`config.mk`:
```
export PLATFORM = sky130hd
export DESIGN_NAME = lcd_read_ctrl_flat
export DESIGN_NICKNAME = d
export VERILOG_FILES = /design/src/rtl/lcd_read_ctrl_pkg.sv /design/src/rtl/lcd_read_ctrl_if.sv /design/src/rtl/lcd_read_ctrl_phase_timer.sv /design/src/rtl/lcd_read_ctrl.sv /design/src/flat_wrapper.sv
export SDC_FILE = /design/constraint.sdc
export NUM_CORES = 1
export LEC_CHECK = 0
export CAP_MARGIN = 10
export CORE_ASPECT_RATIO = 0.6
export CORE_MARGIN = 1
export CORE_UTILIZATION = 65
export DETAILED_ROUTE_END_ITERATION = 6
export DONT_BUFFER_PORTS = 1
export PLACE_DENSITY = 0.83
export SETUP_SLACK_MARGIN = 0.15
export SLEW_MARGIN = 20
export SYNTH_ARGS = -nofsm -noshare
export SYNTH_HDL_FRONTEND = slang
export SYNTH_HIERARCHICAL = 1
export SYNTH_SLANG_ARGS = --single-unit
```
`constraint.sdc`:
```
create_clock -name iCLK_50MHZ -period 5.5 [get_ports iCLK_50MHZ]
set_input_delay 1.1 -clock iCLK_50MHZ [delete_from_list [all_inputs] [get_ports iCLK_50MHZ]]
set_output_delay 1.1 -clock iCLK_50MHZ [all_outputs]
set_load 0.02 [all_outputs]
```
`src/rtl/lcd_read_ctrl_pkg.sv`:
```
//------------------------------------------------------------------------------
// Module  : lcd_pkg
// Brief   : Shared types and default timing for the HD44780 read engine.
// Revision: 1.0 - initial release
//------------------------------------------------------------------------------
`default_nettype none

package lcd_pkg;

  // Controller phases of one LCD read cycle
  typedef enum logic [2:0] {
    ST_IDLE   = 3'd0,
    ST_SETUP  = 3'd1,
    ST_E_HIGH = 3'd2,
    ST_E_LOW  = 3'd3,
    ST_DONE   = 3'd4
  } lcd_state_t;

  typedef logic [7:0] lcd_byte_t;

  // Default timing in 50 MHz clocks
  localparam int DEF_T_AS     = 3;
  localparam int DEF_T_EH     = 25;
  localparam int DEF_T_EL     = 25;
  localparam int DEF_POLL_MAX = 50000;

  // Busy flag position in the status byte
  localparam int LCD_BF_BIT = 7;

  // Register-select encodings
  localparam logic RS_CMD  = 1'b0;
  localparam logic RS_DATA = 1'b1;

  // Counter width able to hold n-1 (never below one bit)
  function automatic int cnt_width(input int n);
    return (n <= 1) ? 1 : $clog2(n);
  endfunction

endpackage

`default_nettype wire

```
`src/rtl/lcd_read_ctrl_if.sv`:
```
//------------------------------------------------------------------------------
// Module  : lcd_read_ctrl_if
// Brief   : Request/result handshake plus LCD pin bundle for the read engine.
// Revision: 1.0 - initial release
//------------------------------------------------------------------------------
`default_nettype none

interface lcd_read_ctrl_if;
  import lcd_pkg::*;

  logic      iREQ;
  logic      iRS;
  logic      iPOLL;
  logic      oREADY;
  logic      oVALID;
  logic      oTIMEOUT;
  lcd_byte_t oDATA;
  logic      oBUS_OWN;
  lcd_byte_t LCD_DATA_IN;
  logic      LCD_RW;
  logic      LCD_RS;
  logic      LCD_E;

  // Requester side (also supplies the sampled LCD data bus)
  modport master (
    output iREQ, iRS, iPOLL, LCD_DATA_IN,
    input  oREADY, oVALID, oTIMEOUT, oDATA, oBUS_OWN, LCD_RW, LCD_RS, LCD_E
  );

  // Read engine side
  modport slave (
    input  iREQ, iRS, iPOLL, LCD_DATA_IN,
    output oREADY, oVALID, oTIMEOUT, oDATA, oBUS_OWN, LCD_RW, LCD_RS, LCD_E
  );

endinterface

`default_nettype wire

```
`src/rtl/lcd_read_ctrl_phase_timer.sv`:
```
//------------------------------------------------------------------------------
// Module  : lcd_phase_timer
// Brief   : Loadable down-counter; done is high during the last cycle of a
//           phase. Loading N-1 gives a phase of exactly N cycles.
// Revision: 1.0 - initial release
//------------------------------------------------------------------------------
`default_nettype none

module lcd_phase_timer #(
  parameter int WIDTH = 5
) (
  input  wire logic             clk,
  input  wire logic             rst_n,
  input  wire logic             load,
  input  wire logic [WIDTH-1:0] load_val,
  output logic                  done
);

  logic [WIDTH-1:0] count;
  logic             active;

  // Count down after a load; go inactive once the final cycle has passed
  always_ff @(posedge clk or negedge rst_n) begin
    if (!rst_n) begin
      count  <= '0;
      active <= 1'b0;
    end else if (load) begin
      count  <= load_val;
      active <= 1'b1;
    end else if (active) begin
      if (count == '0) begin
        active <= 1'b0;
      end else begin
        count <= count - 1'b1;
      end
    end
  end

  assign done = active && (count == '0);

endmodule

`default_nettype wire

```
`src/rtl/lcd_read_ctrl.sv`:
```
//------------------------------------------------------------------------------
// Module  : lcd_read_ctrl
// Brief   : HD44780 read-cycle engine: busy/address and data reads with an
//           optional busy-poll loop that stops on BF=0 or after POLL_MAX reads.
// Revision: 1.0 - initial release
//------------------------------------------------------------------------------
`default_nettype none

module lcd_read_ctrl
  import lcd_pkg::*;
#(
  parameter int T_AS     = DEF_T_AS,
  parameter int T_EH     = DEF_T_EH,
  parameter int T_EL     = DEF_T_EL,
  parameter int POLL_MAX = DEF_POLL_MAX
) (
  input  wire logic       iCLK_50MHZ,
  input  wire logic       iRST_N,
  lcd_read_ctrl_if.slave  bus
);

  localparam int T_MAX = (T_AS > T_EH) ? ((T_AS > T_EL) ? T_AS : T_EL)
                                       : ((T_EH > T_EL) ? T_EH : T_EL);
  localparam int TW = cnt_width(T_MAX);
  localparam int PW = $clog2(POLL_MAX + 1);

  localparam logic [TW-1:0] LD_AS     = TW'(T_AS - 1);
  localparam logic [TW-1:0] LD_EH     = TW'(T_EH - 1);
  localparam logic [TW-1:0] LD_EL     = TW'(T_EL - 1);
  localparam logic [PW-1:0] POLL_LAST = PW'(POLL_MAX - 1);
  localparam logic [PW-1:0] POLL_SAT  = PW'(POLL_MAX);

  lcd_state_t    state;
  lcd_byte_t     rd_data;
  logic          lcd_e;
  logic          lcd_rw;
  logic          lcd_rs;
  logic          bus_own;
  logic          ready;
  logic          valid;
  logic          timeout;
  logic          poll_en;
  logic [PW-1:0] poll_cnt;

  logic          timer_load;
  logic [TW-1:0] timer_val;
  logic          timer_done;
  logic          busy_seen;
  logic          poll_again;

  // Another poll read is due while BF=1 and the read budget is not spent
  assign busy_seen  = poll_en && rd_data[LCD_BF_BIT];
  assign poll_again = busy_seen && (poll_cnt < POLL_LAST);

  lcd_phase_timer #(
    .WIDTH (TW)
  ) u_timer (
    .clk      (iCLK_50MHZ),
    .rst_n    (iRST_N),
    .load     (timer_load),
    .load_val (timer_val),
    .done     (timer_done)
  );

  // Arm the phase timer on every edge that enters SETUP, E_HIGH or E_LOW
  always_comb begin
    timer_load = 1'b0;
    timer_val  = '0;
    case (state)
      ST_IDLE, ST_DONE: begin
        if (bus.iREQ) begin
          timer_load = 1'b1;
          timer_val  = LD_AS;
        end
      end
      ST_SETUP: begin
        if (timer_done) begin
          timer_load = 1'b1;
          timer_val  = LD_EH;
        end
      end
      ST_E_HIGH: begin
        if (timer_done) begin
          timer_load = 1'b1;
          timer_val  = LD_EL;
        end
      end
      ST_E_LOW: begin
        if (timer_done && poll_again) begin
          timer_load = 1'b1;
          timer_val  = LD_AS;
        end
      end
      default: begin
        timer_load = 1'b0;
      end
    endcase
  end

  // Read-cycle sequencer with registered pin and handshake outputs
  always_ff @(posedge iCLK_50MHZ or negedge iRST_N) begin
    if (!iRST_N) begin
      state    <= ST_IDLE;
      lcd_e    <= 1'b0;
      lcd_rw   <= 1'b0;
      lcd_rs   <= 1'b0;
      bus_own  <= 1'b0;
      ready    <= 1'b1;
      valid    <= 1'b0;
      timeout  <= 1'b0;
      rd_data  <= '0;
      poll_en  <= 1'b0;
      poll_cnt <= '0;
    end else begin
      valid   <= 1'b0;
      timeout <= 1'b0;
      case (state)
        ST_IDLE, ST_DONE: begin
          if (bus.iREQ) begin
            state    <= ST_SETUP;
            lcd_rs   <= bus.iRS;
            lcd_rw   <= 1'b1;
            bus_own  <= 1'b1;
            ready    <= 1'b0;
            poll_en  <= bus.iPOLL & (bus.iRS == RS_CMD);
            poll_cnt <= '0;
          end else begin
            state <= ST_IDLE;
          end
        end
        ST_SETUP: begin
          if (timer_done) begin
            state <= ST_E_HIGH;
            lcd_e <= 1'b1;
          end
        end
        ST_E_HIGH: begin
          if (timer_done) begin
            state   <= ST_E_LOW;
            lcd_e   <= 1'b0;
            rd_data <= bus.LCD_DATA_IN;
          end
        end
        ST_E_LOW: begin
          if (timer_done) begin
            if (poll_again) begin
              state <= ST_SETUP;
              if (poll_cnt != POLL_SAT) begin
                poll_cnt <= poll_cnt + 1'b1;
              end
            end else begin
              state   <= ST_DONE;
              valid   <= !busy_seen;
              timeout <= busy_seen;
              lcd_rw  <= 1'b0;
              lcd_rs  <= 1'b0;
              bus_own <= 1'b0;
              ready   <= 1'b1;
            end
          end
        end
        default: begin
          state <= ST_IDLE;
        end
      endcase
    end
  end

  assign bus.LCD_E    = lcd_e;
  assign bus.LCD_RW   = lcd_rw;
  assign bus.LCD_RS   = lcd_rs;
  assign bus.oBUS_OWN = bus_own;
  assign bus.oREADY   = ready;
  assign bus.oVALID   = valid;
  assign bus.oTIMEOUT = timeout;
  assign bus.oDATA    = rd_data;

endmodule

`default_nettype wire

```
`src/flat_wrapper.sv`:
```
// flat-port wrapper written by rule: the top's interface ports become plain ports
module lcd_read_ctrl_flat import lcd_pkg::*;
#(
  parameter int T_AS     = DEF_T_AS,
  parameter int T_EH     = DEF_T_EH,
  parameter int T_EL     = DEF_T_EL,
  parameter int POLL_MAX = DEF_POLL_MAX
)
  (iCLK_50MHZ, iRST_N, bus_iREQ, bus_iRS, bus_iPOLL, bus_LCD_DATA_IN, bus_oREADY, bus_oVALID, bus_oTIMEOUT, bus_oDATA, bus_oBUS_OWN, bus_LCD_RW, bus_LCD_RS, bus_LCD_E);
  lcd_read_ctrl_if bus_i ();
  input  wire logic iCLK_50MHZ;
  input  wire logic iRST_N;
  input wire logic [$bits(bus_i.iREQ)-1:0] bus_iREQ;
  input wire logic [$bits(bus_i.iRS)-1:0] bus_iRS;
  input wire logic [$bits(bus_i.iPOLL)-1:0] bus_iPOLL;
  input wire logic [$bits(bus_i.LCD_DATA_IN)-1:0] bus_LCD_DATA_IN;
  output wire logic [$bits(bus_i.oREADY)-1:0] bus_oREADY;
  output wire logic [$bits(bus_i.oVALID)-1:0] bus_oVALID;
  output wire logic [$bits(bus_i.oTIMEOUT)-1:0] bus_oTIMEOUT;
  output wire logic [$bits(bus_i.oDATA)-1:0] bus_oDATA;
  output wire logic [$bits(bus_i.oBUS_OWN)-1:0] bus_oBUS_OWN;
  output wire logic [$bits(bus_i.LCD_RW)-1:0] bus_LCD_RW;
  output wire logic [$bits(bus_i.LCD_RS)-1:0] bus_LCD_RS;
  output wire logic [$bits(bus_i.LCD_E)-1:0] bus_LCD_E;
  assign bus_i.iREQ = bus_iREQ;
  assign bus_i.iRS = bus_iRS;
  assign bus_i.iPOLL = bus_iPOLL;
  assign bus_i.LCD_DATA_IN = bus_LCD_DATA_IN;
  assign bus_oREADY = bus_i.oREADY;
  assign bus_oVALID = bus_i.oVALID;
  assign bus_oTIMEOUT = bus_i.oTIMEOUT;
  assign bus_oDATA = bus_i.oDATA;
  assign bus_oBUS_OWN = bus_i.oBUS_OWN;
  assign bus_LCD_RW = bus_i.LCD_RW;
  assign bus_LCD_RS = bus_i.LCD_RS;
  assign bus_LCD_E = bus_i.LCD_E;
  lcd_read_ctrl #(.T_AS(T_AS), .T_EH(T_EH), .T_EL(T_EL), .POLL_MAX(POLL_MAX)) u_core (.iCLK_50MHZ(iCLK_50MHZ), .iRST_N(iRST_N), .bus(bus_i));
endmodule
```
==> results.toml, run 1 <==
[synth]
syn-cell-area_sq_mm = 0.002132
largest_family_of_logic_cells_by_synthesized_area = "simple AND/OR/NAND/NOR gates"
synth-adder-area-share_pct = 1.761
synth.avg_cell_area_sq_um = 10.25
syn_inst = 208
yosysSeqAreaShare_pct = 47.01
ys_dominant_reg_cell = "dfrtp_1"
post_synth_mux_area_share_pct = 5.164
asyncSetResetFlopFracSynth_pct = 100.0
synth-edff-count = 0
fraction_of_the_mapped_netlist_area_in_compound_gates_pct = 14.14
synth-seq-cells = 40
synth_simple_gate_area_share_pct = 25.23
xor_xnor_cell_area_share_of_the_yosys_netlist_pct = 2.876
netlist-cell-type-count = 60
synthesis.yosys.warnings = 6

[power]
power.share.switching_pct = 18.82
power_density_mw_per_mm2 = 225.0
combinationalPowerShare_pct = 0.1
share_clk_of_total_power_pct = 41.5
switching_power_uw = 94.76
static-leakage-power_nw = 1.019
internal_power_uw = 408.6
vdd_ir_drop_max_mv = 0.2206
power_frac_seq_pct = 58.4

[cts]
clock-sinks = 40
buffer_count_from_post_cts_setup_fixing = 0
worst_setup_hold_path_clk_slew_ns = 0.07
number_of_buffers_added_by_the_clock_tree_synthesis_step = 5
buffers_from_clock_root_to_sink_at_most = 2
cts_hold_buf = 0
cts_tree = "done"
htreeDepth = 2
worstSkewPairLatency_ns = 0.28
cts-root-buf = "clkbuf_8"
cts_resized = 0

[setup_path]
end_kind = "flop"
cp_num_buf_inv = 1
required_ns = 5.67
reg2regPathDepth = 10
endpoint = "u_core/u_timer/count[3]$_DFFE_PN0P_"
crit-reg2reg-capture = "u_core/u_timer/count[3]$_DFFE_PN0P_"
worstPathCellList = "inv_1, ha_1, or4bb_2, nor2_1, and4b_2, o2111a_1, a21oi_4, nand2b_1, nor2b_1, a221o_1"
crit_arrival_ns = 3.57
reg2reg_setup_slack_ns = 2.10
regToRegStartpoint = "u_core/u_timer/count[0]$_DFFE_PN0P_"
worstSetupStartpoint = "u_core/u_timer/count[0]$_DFFE_PN0P_"
max_stage_delay_ns = 0.64
timing.critical_path.fanout_max = 14
path_depth = 10
critical_path.startpoint_type = "flop"
worst_path_dominant_cell_family = "simple AND/OR/NAND/NOR gates"
cpMaxStageDelayCell = "or4bb_2"
crit_type = "reg -> reg"

[sta]
hold_violations_final = 0
highest_clock_frequency_the_design_can_meet_mhz = 294.1
timing.final.setup_violations = 0
timing.clock.skew_ns = 0.006892
finalMaxSlewViolations = 0
fin_ws_ns = 2.100
final.period_utilization_pct = 61.81
final.hold.worst_slack_ns = 0.5005
rsz_0062_raised_after_global_routing = "no"
max-slew-margin-rel_pct = 64.28
worst_max_slew_pin_slew_ns = 0.5357
min_period_ns = 3.400
tns_ns = 0

[floorplanning]
core-area_sq_mm = 0.002984
die_w_um = 75.94
fp_rows = 15
die_y_um = 46.36
boundaryPins = 28
fp.dieArea_sq_mm = 0.003520
initial_util_pct = 71.45

[cells_and_area]
multiInputGateArea_sq_mm = 0.001056
post_route_cells_drive_above_1_share_pct = 18.96
final-seq-area_sq_mm = 0.001002
area.growth.synth_to_final_pct = 4.930
fin_nets = 226
final_util_pct = 74.97
antenna_cells_inserted = 0
nFillCells = 197
stdcell_count = 253

[placed_design]
dp_slack_ns = 2.202
gp_routability_congestion = 0.9377
hpwlAfterDp_mm = 3.115
io_buffer_count = 0
post-place-cells = 245

[grt]
grt_max_degree = 41
met3_usage_pct = 9.307
initial_antenna_violation_count = 0
grt_resource_usage_total_pct = 28.31
first_pass_grt_wire_length_mm = 7.162
met2_usage_pct = 45.27
use_met1_pct = 37.24
globalRouteOverflowTotal = 0
first_global_vias = 1508
global_route.peak_usage_layer = "met2"

[run]
maximum_capacitance_violations = 0

[min_path]
holdCritPathClass = "in -> async"

[drt]
detail-route-antenna-nets = 0
wl_mm = 4.384
routedWlPerCell_um = 17.33
dr.pass1.iters = 4
drt_iter0_markers = 127
drt_drc_violations_left = 0
via_per_inst = 6.186
detailroute.via_count = 1565

[status]
run_status = "finished, final reports clean"
[registers in the layout, summed over array words and instances, names as in the netlist]
register	cells
u_core/bus.oTIMEOUT	1
u_core/bus.oBUS_OWN	1
u_core/u_timer/count	5
u_core/poll_cnt	16
u_core/bus.oDATA	8
u_core/bus.oVALID	1
u_core/bus.oREADY	1
u_core/u_timer/active	1
u_core/bus.LCD_E	1
u_core/poll_en	1
u_core/bus.LCD_RS	1
u_core/state	3
[layer usage]
metal  part of all wire (%)  wire, um
met4                   0.75        33
met2                     45      1971
met1                     48      2094
met3                    6.5       285
met5                      0         0
[power groups by stage]
stage               registers [mW]  logic, mW  clock network, mW
floorplan                    0.300   0.000322                  0
global placement             0.300   0.000322                  0
detailed placement           0.300   0.000322                  0
CTS                          0.294   0.000322              0.214
global route                 0.294   0.000461              0.229
finish                       0.294   0.000354              0.209
[final cells by class]
| cell class | instances | area share (%) |
|---|---|---|
| inverters | 7 | 1.174 |
| well taps | 42 | 2.349 |
| flip-flops and latches | 40 | 44.80 |
| clock buffers | 8 | 4.474 |
| multi-input cells | 156 | 47.20 |
[layout by cell type, fill, tap and decap left out, types with 3 or more instances in the layout]
master	count
nor2b_1	3
nor2_1	24
mux2_2	8
clkbuf_8	7
nor3b_1	3
xnor2_1	5
dfrtp_1	39
inv_1	6
nand3_1	4
nand4_1	4
o21ai_0	6
o21ai_1	9
ha_1	3
nand2_1	23
nand3b_1	3
nor2_2	3
nor4_1	5
a21oi_1	8
[Yosys cell counts (all sizes together), types with 4 or more instances]
| master | count | area share [%] |
|---|---|---|
| nand4 | 4 | 1.2 |
| o21ai | 15 | 3.5 |
| buf | 4 | 1.6 |
| nor4 | 6 | 2.5 |
| nor2 | 27 | 5.1 |
| nand2 | 24 | 4.3 |
| xnor2 | 5 | 2.1 |
| a21oi | 9 | 2.6 |
| mux2 | 8 | 4.2 |
| dfrtp | 39 | 46 |
| inv | 7 | 1.2 |
| nand3 | 5 | 1.4 |
[worst min path at each step]
stage	end	cells after the start	slack, ns
after floorplan	u_core/state[1]$_DFFE_PN0P_	1	0.47
after global placement	u_core/poll_cnt[15]$_DFFE_PN0P_	2	0.50
after detailed placement	u_core/poll_cnt[14]$_DFFE_PN0P_	1	0.52
after CTS	u_core/bus.oDATA[3]$_DFFE_PN0P_	0	0.49
after global routing	u_core/bus.oDATA[2]$_DFFE_PN0P_	0	0.47
final	u_core/bus.oDATA[3]$_DFFE_PN0P_	0	0.50
[worst reg2reg max path: stages, from the launching register on]
cell and delay, ns:
dfrtp_1 0.42, inv_1 0.10, ha_1 0.24, or4bb_2 0.64
nor2_1 0.31, and4b_2 0.33, o2111a_1 0.32, a21oi_4 0.14
nand2b_1 0.37, nor2b_1 0.09, a221o_1 0.33
[metrics by stage]
| stage | power (mW) | area (sq um) |
|---|---|---|
| 6_report | 0.5034 | 2237 |
| 5_1_grt | 0.5233 | 2237 |
| 4_1_cts | 0.5083 | 2237 |
| 3_5_place_dp | 0.3001 | 2137 |
| 3_3_place_gp | 0.3001 | 2137 |
| 2_1_floorplan | 0.3001 | 2136 |
[cells by family after synthesis]
logic type                 Yosys count
muxes                               10
and+or+nand+nor                     95
AOI/OAI and AO/OA                   39
other                                1
adders and majority gates            3
buffers and inverters               13
DFF                                 40
xor gates and xnor gates             7
Note: power is estimated with default switching activity, not from simulation.
==> run 2: changes to the inputs <==
--- a/config.mk
+++ b/config.mk
@@ -8,10 +8,10 @@
 export CAP_MARGIN = 10
 export CORE_ASPECT_RATIO = 0.6
 export CORE_MARGIN = 1
-export CORE_UTILIZATION = 65
+export CORE_UTILIZATION = 62
 export DETAILED_ROUTE_END_ITERATION = 6
 export DONT_BUFFER_PORTS = 1
-export PLACE_DENSITY = 0.83
+export PLACE_DENSITY = 0.8
 export SETUP_SLACK_MARGIN = 0.15
 export SLEW_MARGIN = 20
 export SYNTH_ARGS = -nofsm -noshare
==> constraint.sdc (replaced) <==
create_clock -name iCLK_50MHZ -period 3.4 [get_ports iCLK_50MHZ]
set_input_delay 0.68 -clock iCLK_50MHZ [delete_from_list [all_inputs] [get_ports iCLK_50MHZ]]
set_output_delay 0.68 -clock iCLK_50MHZ [all_outputs]
set_load 0.02 [all_outputs]
==> run 2 against run 1 <==
  * Non-clock buffer count rose by 2
  * Critical path depth rose by 1
  * Setup slack got worse by 1.8 ns
  * Sequential power rose by 62%
  * Global-route usage fell by 1.1 points
  * Routed wire length fell by 0.52%
  * Clock power rose by 49%
  * Die area rose by 4.7%
  * Maximum frequency rose by 11%
  * Hold slack got worse by 0.43 ns
  * Sequential share of layout area fell by 0.22 points
  * Final area rose by 0.50%
  * Critical path type unchanged
  * Critical endpoint is now u_core/u_timer/count[0]$_DFFE_PN0P_
==> results.toml, run 2 (same netlist as run 1, synthesis figures left out) <==
[cells_and_area]
stdcell_count = 258
final_cell_area_sq_mm = 0.002248
layout_common_cells = "dfrtp_1, nor2_1, nand2_1"
antenna_cells_inserted = 0
layout.cells.most_common = "dfrtp_1"
max_reg_flops = 16
post_route_cells_drive_above_1_share_pct = 20.19
largest_register = "u_core/poll_cnt"
fin_nets = 228
area.growth.synth_to_final_pct = 5.458

[setup_path]
reg2regPathDepth = 11
regToRegStartpoint = "u_core/u_timer/count[0]$_DFFE_PN0P_"
end_kind = "flop"
worstPathCellList = "inv_1, ha_1, or4bb_2, nor2_1, and4b_2, o2111a_1, a21oi_4, nand2b_4, nor3b_1, mux2i_1, o311ai_0"
crit_arrival_ns = 3.18
crit-reg2reg-capture = "u_core/u_timer/count[0]$_DFFE_PN0P_"
required_ns = 3.53
reg2reg_setup_slack_ns = 0.35
cp_num_buf_inv = 1
crit_type = "reg -> reg"
timing.critical_path.fanout_max = 14
worst_path_dominant_cell_family = "simple AND/OR/NAND/NOR gates"
max_stage_delay_ns = 0.65
cpMaxStageDelayCell = "or4bb_2"
critical_path.startpoint_type = "flop"

[sta]
final.hold.worst_slack_ns = 0.06941
timing.clock.skew_ns = 0.005741
tns_ns = 0
worst_max_slew_pin_slew_ns = 0.5610
hold_violations_final = 0
timing.final.setup_violations = 0
final.period_utilization_pct = 89.76
min_period_ns = 3.052
max-slew-margin-rel_pct = 62.60
rsz_0062_raised_after_global_routing = "no"
highest_clock_frequency_the_design_can_meet_mhz = 327.7
finalMaxSlewViolations = 0

[floorplanning]
die_y_um = 47.43
boundaryPins = 28
core-area_sq_mm = 0.003263
fp_rows = 16
fp.dieArea_sq_mm = 0.003685
initial_util_pct = 65.34
die_w_um = 77.71

[cts]
cts-root-buf = "clkbuf_8"
worstSkewPairLatency_ns = 0.30
cts_tree = "done"
buffer_count_from_post_cts_setup_fixing = 0
cts_hold_buf = 0
clock-sinks = 40
htreeDepth = 2
number_of_buffers_added_by_the_clock_tree_synthesis_step = 5
worst_setup_hold_path_clk_slew_ns = 0.08
cts_resized = 0
buffers_from_clock_root_to_sink_at_most = 2

[drt]
detailroute.via_count = 1610
dr.pass1.iters = 4
routedWlPerCell_um = 16.90
drt_iter0_markers = 187
wl_mm = 4.361
drt_drc_violations_left = 0
detail-route-antenna-nets = 0
via_per_inst = 6.240

[min_path]
holdCritPathClass = "in -> async"

[grt]
met2_usage_pct = 40.53
met3_usage_pct = 10.29
grt_max_degree = 41
global_route.peak_usage_layer = "met2"
first_global_vias = 1533
first_pass_grt_wire_length_mm = 7.203
grt_resource_usage_total_pct = 27.22
globalRouteOverflowTotal = 0
use_met1_pct = 37.16
initial_antenna_violation_count = 0

[power]
vdd_ir_drop_max_mv = 0.3283
power_density_mw_per_mm2 = 350.3
static-leakage-power_nw = 1.020
fin_total_pwr_uw = 787.7

[status]
run_status = "finished, final reports clean"

[placed_design]
io_buffer_count = 0
placement.cell_area_sq_mm = 0.002156
gp_routability_congestion = 0.8983
post-place-cells = 250
hpwlAfterDp_mm = 3.120

[run]
maximum_capacitance_violations = 0
[run 2: layer usage]
metal | wire [um] | vias to the layer above | part of all wire (%)
met5 | 0 | - | 0
met4 | 59 | 0 | 1.4
met3 | 431 | 10 | 9.9
met2 | 1858 | 74 | 43
met1 | 2012 | 775 | 46
li1 | - | 751 | -
[run 2: power by group]
group | internal [mW] | switching (mW) | leakage [nW] | total (mW)
Sequential | 0.475 | 0 | 0.440 | 0.475
Combinational | 0.000288 | 0.000343 | 0.539 | 0.000632
Clock | 0.143 | 0.168 | 0.0412 | 0.312
[run 2: worst max-delay path by stage]
| stage | from | to | slack (ns) | depth (start not counted) |
|---|---|---|---|---|
| 2_1_floorplan | u_core/u_timer/count[0]$_DFFE_PN0P_ | u_core/u_timer/count[2]$_DFFE_PN0P_ | 0.51 | 11 |
| 3_3_place_gp | u_core/u_timer/count[0]$_DFFE_PN0P_ | u_core/u_timer/count[3]$_DFFE_PN0P_ | 0.43 | 10 |
| 3_5_place_dp | u_core/u_timer/count[0]$_DFFE_PN0P_ | u_core/u_timer/count[0]$_DFFE_PN0P_ | 0.18 | 11 |
| 4_1_cts | u_core/u_timer/count[0]$_DFFE_PN0P_ | u_core/u_timer/count[0]$_DFFE_PN0P_ | 0.18 | 11 |
| 5_1_grt | u_core/u_timer/count[0]$_DFFE_PN0P_ | u_core/u_timer/count[0]$_DFFE_PN0P_ | 0.21 | 11 |
| 6_report | u_core/u_timer/count[0]$_DFFE_PN0P_ | u_core/u_timer/count[0]$_DFFE_PN0P_ | 0.35 | 11 |
[run 2: final cells by class]
class	count	area [sq um]
Multi-Input combinational cell	156	1064
Fill cell	232	1015
Sequential cell	40	1002
Clock buffer	6	72.57
Tap cell	45	56.30
Inverter	7	26.28
Timing Repair Buffer	2	15.01
Clock inverter	2	12.51
[run 2: worst register-to-register path: stages, from the launching register on]
cell and delay [ns]:
dfrtp_1 0.42, inv_1 0.09, ha_1 0.23, or4bb_2 0.65, nor2_1 0.15, and4b_2 0.29, o2111a_1 0.29, a21oi_4 0.14
nand2b_4 0.18, nor3b_1 0.07, mux2i_1 0.17, o311ai_0 0.21
[run 2: per-stage QoR]
step                setup WS (ns)  util (%)
detailed placement         0.1840     66.07
CTS                        0.1786     68.67
finish                     0.3480     68.90
global placement           0.4257     66.07
global route               0.2061     68.90
floorplan                  0.5088         -
==> run 3: changes to the inputs <==
--- a/config.mk
+++ b/config.mk
@@ -11,6 +11,7 @@
 export CORE_UTILIZATION = 62
 export DETAILED_ROUTE_END_ITERATION = 6
 export DONT_BUFFER_PORTS = 1
+export GPL_ROUTABILITY_DRIVEN = 1
 export PLACE_DENSITY = 0.8
 export SETUP_SLACK_MARGIN = 0.15
 export SLEW_MARGIN = 20
==> results of run 3 <==
Same layout as run 2: the final DEF is identical, and so are final timing and power.
